--- src/rtl/image_receiver.sv ---
// image_receiver
//   Receives the RGB565 payload that follows the 0x5A "start transport"
//   command. Bytes arrive high byte first. Each completed byte pair is written
//   to the frame buffer as one pixel, in row-major order starting at index 0.
//   While a frame is in progress, image_receiving tells the controller to
//   treat 0x5A as payload rather than as a command.
//
// Optional feature macro: IMAGE_RECEIVER_TIMEOUT_EN
//   When defined, the block aborts to ERR if the gap between payload bytes
//   reaches TIMEOUT_CYCLES. When undefined, no counter is built and the
//   block waits indefinitely for the next byte.
//
// Ports
//   i_clk_sys        system clock
//   i_rst_n          asynchronous active-low reset
//   i_state[7:0]     controller state code (01 wait, 02 transport, 03 display)
//   i_data[7:0]      UART byte, valid while i_rx_done is high
//   i_rx_done        one-cycle byte strobe
//   image_receiving  high while a frame is being received
//   o_wr_en          frame-buffer write strobe, one cycle per pixel
//   o_wr_addr        pixel index
//   o_wr_data[15:0]  {high byte, low byte}
//   o_frame_done     one-cycle pulse, coincides with the final write
//   o_err            frame aborted; sticky until the next frame starts
module image_receiver #(
  parameter int unsigned IMG_W          = 128,
  parameter int unsigned IMG_H          = 128,
  parameter int unsigned ADDR_W         = 14,
  parameter int unsigned TIMEOUT_CYCLES = 50_000_000
) (
  input  logic              i_clk_sys,
  input  logic              i_rst_n,
  input  logic [7:0]        i_state,
  input  logic [7:0]        i_data,
  input  logic              i_rx_done,
  output logic              image_receiving,
  output logic              o_wr_en,
  output logic [ADDR_W-1:0] o_wr_addr,
  output logic [15:0]       o_wr_data,
  output logic              o_frame_done,
  output logic              o_err
);

  localparam logic [7:0]        ST_TRANSPORT = 8'h02;
  localparam logic [ADDR_W-1:0] LAST_IDX     = ADDR_W'(IMG_W * IMG_H - 1);

  typedef enum logic [2:0] {
    S_IDLE,
    S_HI,
    S_LO,
    S_DONE,
    S_ERR
  } state_e;

  state_e            state_q;
  logic [7:0]        st_d;      // previous i_state, for edge detection
  logic [7:0]        hi_q;
  logic [ADDR_W-1:0] idx_q;

  logic in_tx;
  logic entry;
  logic timeout_hit;

  assign in_tx = (i_state == ST_TRANSPORT);
  assign entry = in_tx && (st_d != ST_TRANSPORT);

`ifdef IMAGE_RECEIVER_TIMEOUT_EN
  localparam int unsigned TO_W = $clog2(TIMEOUT_CYCLES) + 1;

  logic [TO_W-1:0] to_cnt_q;
  logic [TO_W-1:0] to_cnt_d;

  always_comb begin
    to_cnt_d = to_cnt_q;
    if (state_q == S_IDLE) begin
      if (entry) to_cnt_d = '0;
    end else if ((state_q == S_HI) || (state_q == S_LO)) begin
      if (i_rx_done) to_cnt_d = '0;
      else           to_cnt_d = to_cnt_q + 1'b1;
    end
  end

  always_ff @(posedge i_clk_sys or negedge i_rst_n) begin
    if (!i_rst_n) to_cnt_q <= '0;
    else          to_cnt_q <= to_cnt_d;
  end

  assign timeout_hit = (to_cnt_q == TO_W'(TIMEOUT_CYCLES - 1));
`else
  assign timeout_hit = 1'b0;

  // Parameter is kept on the interface even when the counter is compiled out.
  logic unused_timeout_param;
  assign unused_timeout_param = ^TIMEOUT_CYCLES;
`endif

  always_ff @(posedge i_clk_sys or negedge i_rst_n) begin
    if (!i_rst_n) begin
      state_q         <= S_IDLE;
      st_d            <= '0;
      hi_q            <= '0;
      idx_q           <= '0;
      image_receiving <= 1'b0;
      o_wr_en         <= 1'b0;
      o_wr_addr       <= '0;
      o_wr_data       <= '0;
      o_frame_done    <= 1'b0;
      o_err           <= 1'b0;
    end else begin
      st_d         <= i_state;
      o_wr_en      <= 1'b0;
      o_frame_done <= 1'b0;
      unique case (state_q)
        // A byte coinciding with the entry cycle is deliberately dropped.
        S_IDLE: begin
          if (entry) begin
            state_q         <= S_HI;
            image_receiving <= 1'b1;
            idx_q           <= '0;
            o_err           <= 1'b0;
          end
        end
        // Leaving transport has priority over a byte in the same cycle, and
        // a byte has priority over a timeout expiring in the same cycle.
        S_HI, S_LO: begin
          if (!in_tx) begin
            state_q         <= S_IDLE;
            image_receiving <= 1'b0;
            o_err           <= 1'b1;
          end else if (i_rx_done) begin
            if (state_q == S_HI) begin
              hi_q    <= i_data;
              state_q <= S_LO;
            end else begin
              o_wr_en   <= 1'b1;
              o_wr_addr <= idx_q;
              o_wr_data <= {hi_q, i_data};
              if (idx_q == LAST_IDX) begin
                state_q         <= S_DONE;
                image_receiving <= 1'b0;
                o_frame_done    <= 1'b1;
              end else begin
                idx_q   <= idx_q + 1'b1;
                state_q <= S_HI;
              end
            end
          end else if (timeout_hit) begin
            state_q         <= S_ERR;
            image_receiving <= 1'b0;
            o_err           <= 1'b1;
          end
        end
        S_DONE, S_ERR: begin
          if (!in_tx) state_q <= S_IDLE;
        end
        default: state_q <= S_IDLE;
      endcase
    end
  end

endmodule

--- config.mk ---
export PLATFORM = sky130hd
export DESIGN_NAME = image_receiver
export DESIGN_NICKNAME = d
export VERILOG_FILES = /design/src/rtl/image_receiver.sv
export SDC_FILE = /design/constraint.sdc
export NUM_CORES = 1
export LEC_CHECK = 0
export CAP_MARGIN = 30
export CORE_UTILIZATION = 35
export DETAILED_ROUTE_END_ITERATION = 12
export GPL_TIMING_DRIVEN = 0
export SLEW_MARGIN = 0
export SYNTH_ARGS = -nofsm -noshare
export SYNTH_HDL_FRONTEND = slang
export SYNTH_SLANG_ARGS = --single-unit
export TNS_END_PERCENT = 20
--- constraint.sdc ---
create_clock -name i_clk_sys -period 5 [get_ports i_clk_sys]
set_clock_uncertainty 0.2 [all_clocks]
set_input_delay 0.5 -clock i_clk_sys [delete_from_list [all_inputs] [get_ports i_clk_sys]]
set_output_delay 0.5 -clock i_clk_sys [all_outputs]
set_load 0.03 [all_outputs]
==> flow_summary.toml <==
[status]
status = "completed"

[placement]
port_buffers = 52
gp_congestion = 0.778
place_area_mm2 = 0.00353
dp_hpwl_um = 4100

[synth]
ys_ff_latch = 66
synth_top_area_share_pct = 57.2
ys_seq_area_share_pct = 57.2
yosys.area.top_type = "dfrtp_1"
ys_types = 45
synth.area.top_cells = "dfrtp_1, mux2_2, a21oi_1"
synth-edff-count = 0
async_flop_share_pct = 100
ys.flop_type = "dfrtp_1"
syn_area_mm2 = 0.00289
synthCells = 226
syn_avg_cell_area_um2 = 12.8
yosysWarnings = 0
synth_nets = 249

[power_and_ir_drop]
sw_frac_of_total_pct = 31.0
comb_power_share_pct = 20.9
internal_power_mw = 0.872
power_density_mw_per_mm2 = 340
p_seq_share_pct = 46.2
ir_drop_mv = 0.168
switching_power_mw = 0.392
total_power_mw = 1.26
pwr-share-clk_pct = 32.9
p_leak_nw = 1.72

[routing]
drt_iter0_drc = 108
vias = 2026
via_per_inst = 5.12
highest_layer = "met4"
drt_wl_total_um = 6000
antenna_left = 0
wl_per_cell_um = 15.1
wl_met1_um = 2810
first_pass_iters = 4
met3WireLength_um = 462
drc = 0
dr_wl_met2_um = 2670

[floorplanning]
num_io_pins = 53
die_x_um = 92.8
die-area_mm2 = 0.00861
std_cell_rows = 32
dieHeight_um = 92.8
coreArea_mm2 = 0.00785
initial_core_util_pct = 36.8

[worst_setup_path]
r2r_end = "idx_q[5]"
ff2ff_setup_slack_ns = 2.55
crit_family = "compound AO/OA/AOI/OAI gates"
critPathCaptureType = "register"
max_stage_delay_ns = 0.65
cp_max_fo = 9
cp.arrival_ns = 2.68
worstReg2RegStart = "state_q[0]"
path_class = "input pin to register"
cp-start-kind = "input pin"
path_buf_inv = 1
reg2reg_depth = 7
worst_path_max_delay_cell = "a211oi_2"
crit_required_ns = 5.09
path_cells = "clkdlybuf4s50_1 > nor4b_4 > nand3_1 > a211oi_2 > a21oi_1 > o21ba_1"

[grt]
grtUsageTotal_pct = 15.3
overflow = 0
grt_max_degree = 67
grt_pass1_vias = 2079
antenna_found_initial = 0
grt_first_pass_wirelength_um = 10200

[clock_tree]
clkTransAtPathRegs_ns = 0.07
ctsResizeCount = 0
root_buffer = "clkbuf_8"
cts_hold_buf = 0
cts_setup_buffers = 0
cts_buffer_depth = 2
clock_sinks = 66
cts_made_buffers = 9
insertion_delay_ns = 0.35
cts_tree = "done"
cts-htree-levels = 3

[cells_and_area]
layout-drive-gt1-share_pct = 23.8
design_area_mm2 = 0.00372
final_cell_mix = "dfrtp_1, clkdlybuf4s50_1, mux2_2"
area_delta_synth_final_pct = 29.0
mostFrequentLayoutCell = "dfrtp_1"
nets = 312
antenna_cells = 0

[timing]
clock.fmax_mhz = 385
rsz0062_at_grt = "false"
worst_slew_pin_slew_ns = 0.820
fin_crit_ns = 2.60
setup_viol = 0
tns_ns = 0
hold_viol = 0
slew_viol_final = 0
min_period_over_period_pct = 51.9
slew-limit-headroom_pct = 45.3

[hold_path]
hold_class = "input pin to async pin"

[job]
maxCapViolations = 0
[Yosys cell counts (2+ instances only)]
cell      count
clkbuf_1      6
o21ai_0       5
nand2_1      14
ha_1          4
nand3_1       9
mux2_2       40
o41ai_1       2
nand4_1       3
or4_1         2
nor2_1        5
dfrtp_1      66
nor4_4        2
mux2i_1       3
a31oi_1       8
nand2b_1      2
inv_1         8
and3_1        8
a21oi_1      12
[worst register-to-register path: cells and delay by family, from the launching register on]
kind	cells	cell delay, ns
compound gates	3	1.02
simple gates	2	0.41
fa+ha+maj	1	0.30
flops	1	0.39
buf+inv	1	0.07
[layer usage]
| layer | vias to the layer above | GRT usage [%] |
|---|---|---|
| li1 | 955 | - |
| met1 | 1000 | 19.0 |
| met2 | 65 | 23.9 |
| met3 | 6 | 6.90 |
| met4 | 0 | 4.23 |
| met5 | - | 0 |
[state kept, by name (all words and copies together) (netlist names)]
signal,flops
hi_q,8
idx_q,14
image_receiving,1
o_err,1
o_frame_done,1
o_wr_addr,14
o_wr_data,16
o_wr_en,1
st_d,8
state_q,2
[worst max-delay path by stage]
stage | start | end | slack (ns) | cells after the start
2_1_floorplan | state_q[0] | idx_q[12] | 2.80 | 8
3_3_place_gp | i_rst_n | hi_q[5] | 0.99 | 1
3_5_place_dp | i_state[0] | hi_q[2] | 2.02 | 5
4_1_cts | i_state[0] | hi_q[2] | 2.38 | 5
5_1_grt | i_state[0] | idx_q[2] | 2.20 | 6
6_report | i_state[0] | idx_q[5] | 2.40 | 6
[power groups by stage]
stage	Clock, mW	Combinational (mW)	Sequential, mW
floorplan	0	0.151	0.610
global placement	0	0.264	0.593
detailed placement	0	0.267	0.593
CTS	0.435	0.267	0.583
global route	0.457	0.292	0.588
finish	0.416	0.264	0.584
[final cells by class]
class                           instances  area [um^2]
Fill cell                             766         4130
Sequential cell                        66         1650
Multi-Input combinational cell        143         1160
Timing Repair Buffer                   52          518
Clock buffer                           11          151
Tap cell                              102          128
Buffer                                  9         43.8
Clock inverter                          5         38.8
Inverter                                8         30.0
[through the flow]
stage	setup slack, ns	hold WS (ns)	util (%)	std cells
floorplan	2.80	0.00441	-	226
global placement	0.993	0.287	45.0	380
detailed placement	2.02	0.292	45.0	380
CTS	2.38	0.0821	47.4	396
global route	2.20	0.103	47.4	396
finish	2.40	0.0460	47.4	396
[cells by family after synthesis]
group / share of synthesized area (%)
simple gates: 12.4
compound gates: 9.45
buf+inv: 2.56
flops: 57.2
fa+ha+maj: 1.73
mux: 16.6
No activity file was read; power rests on OpenSTA's default activity.
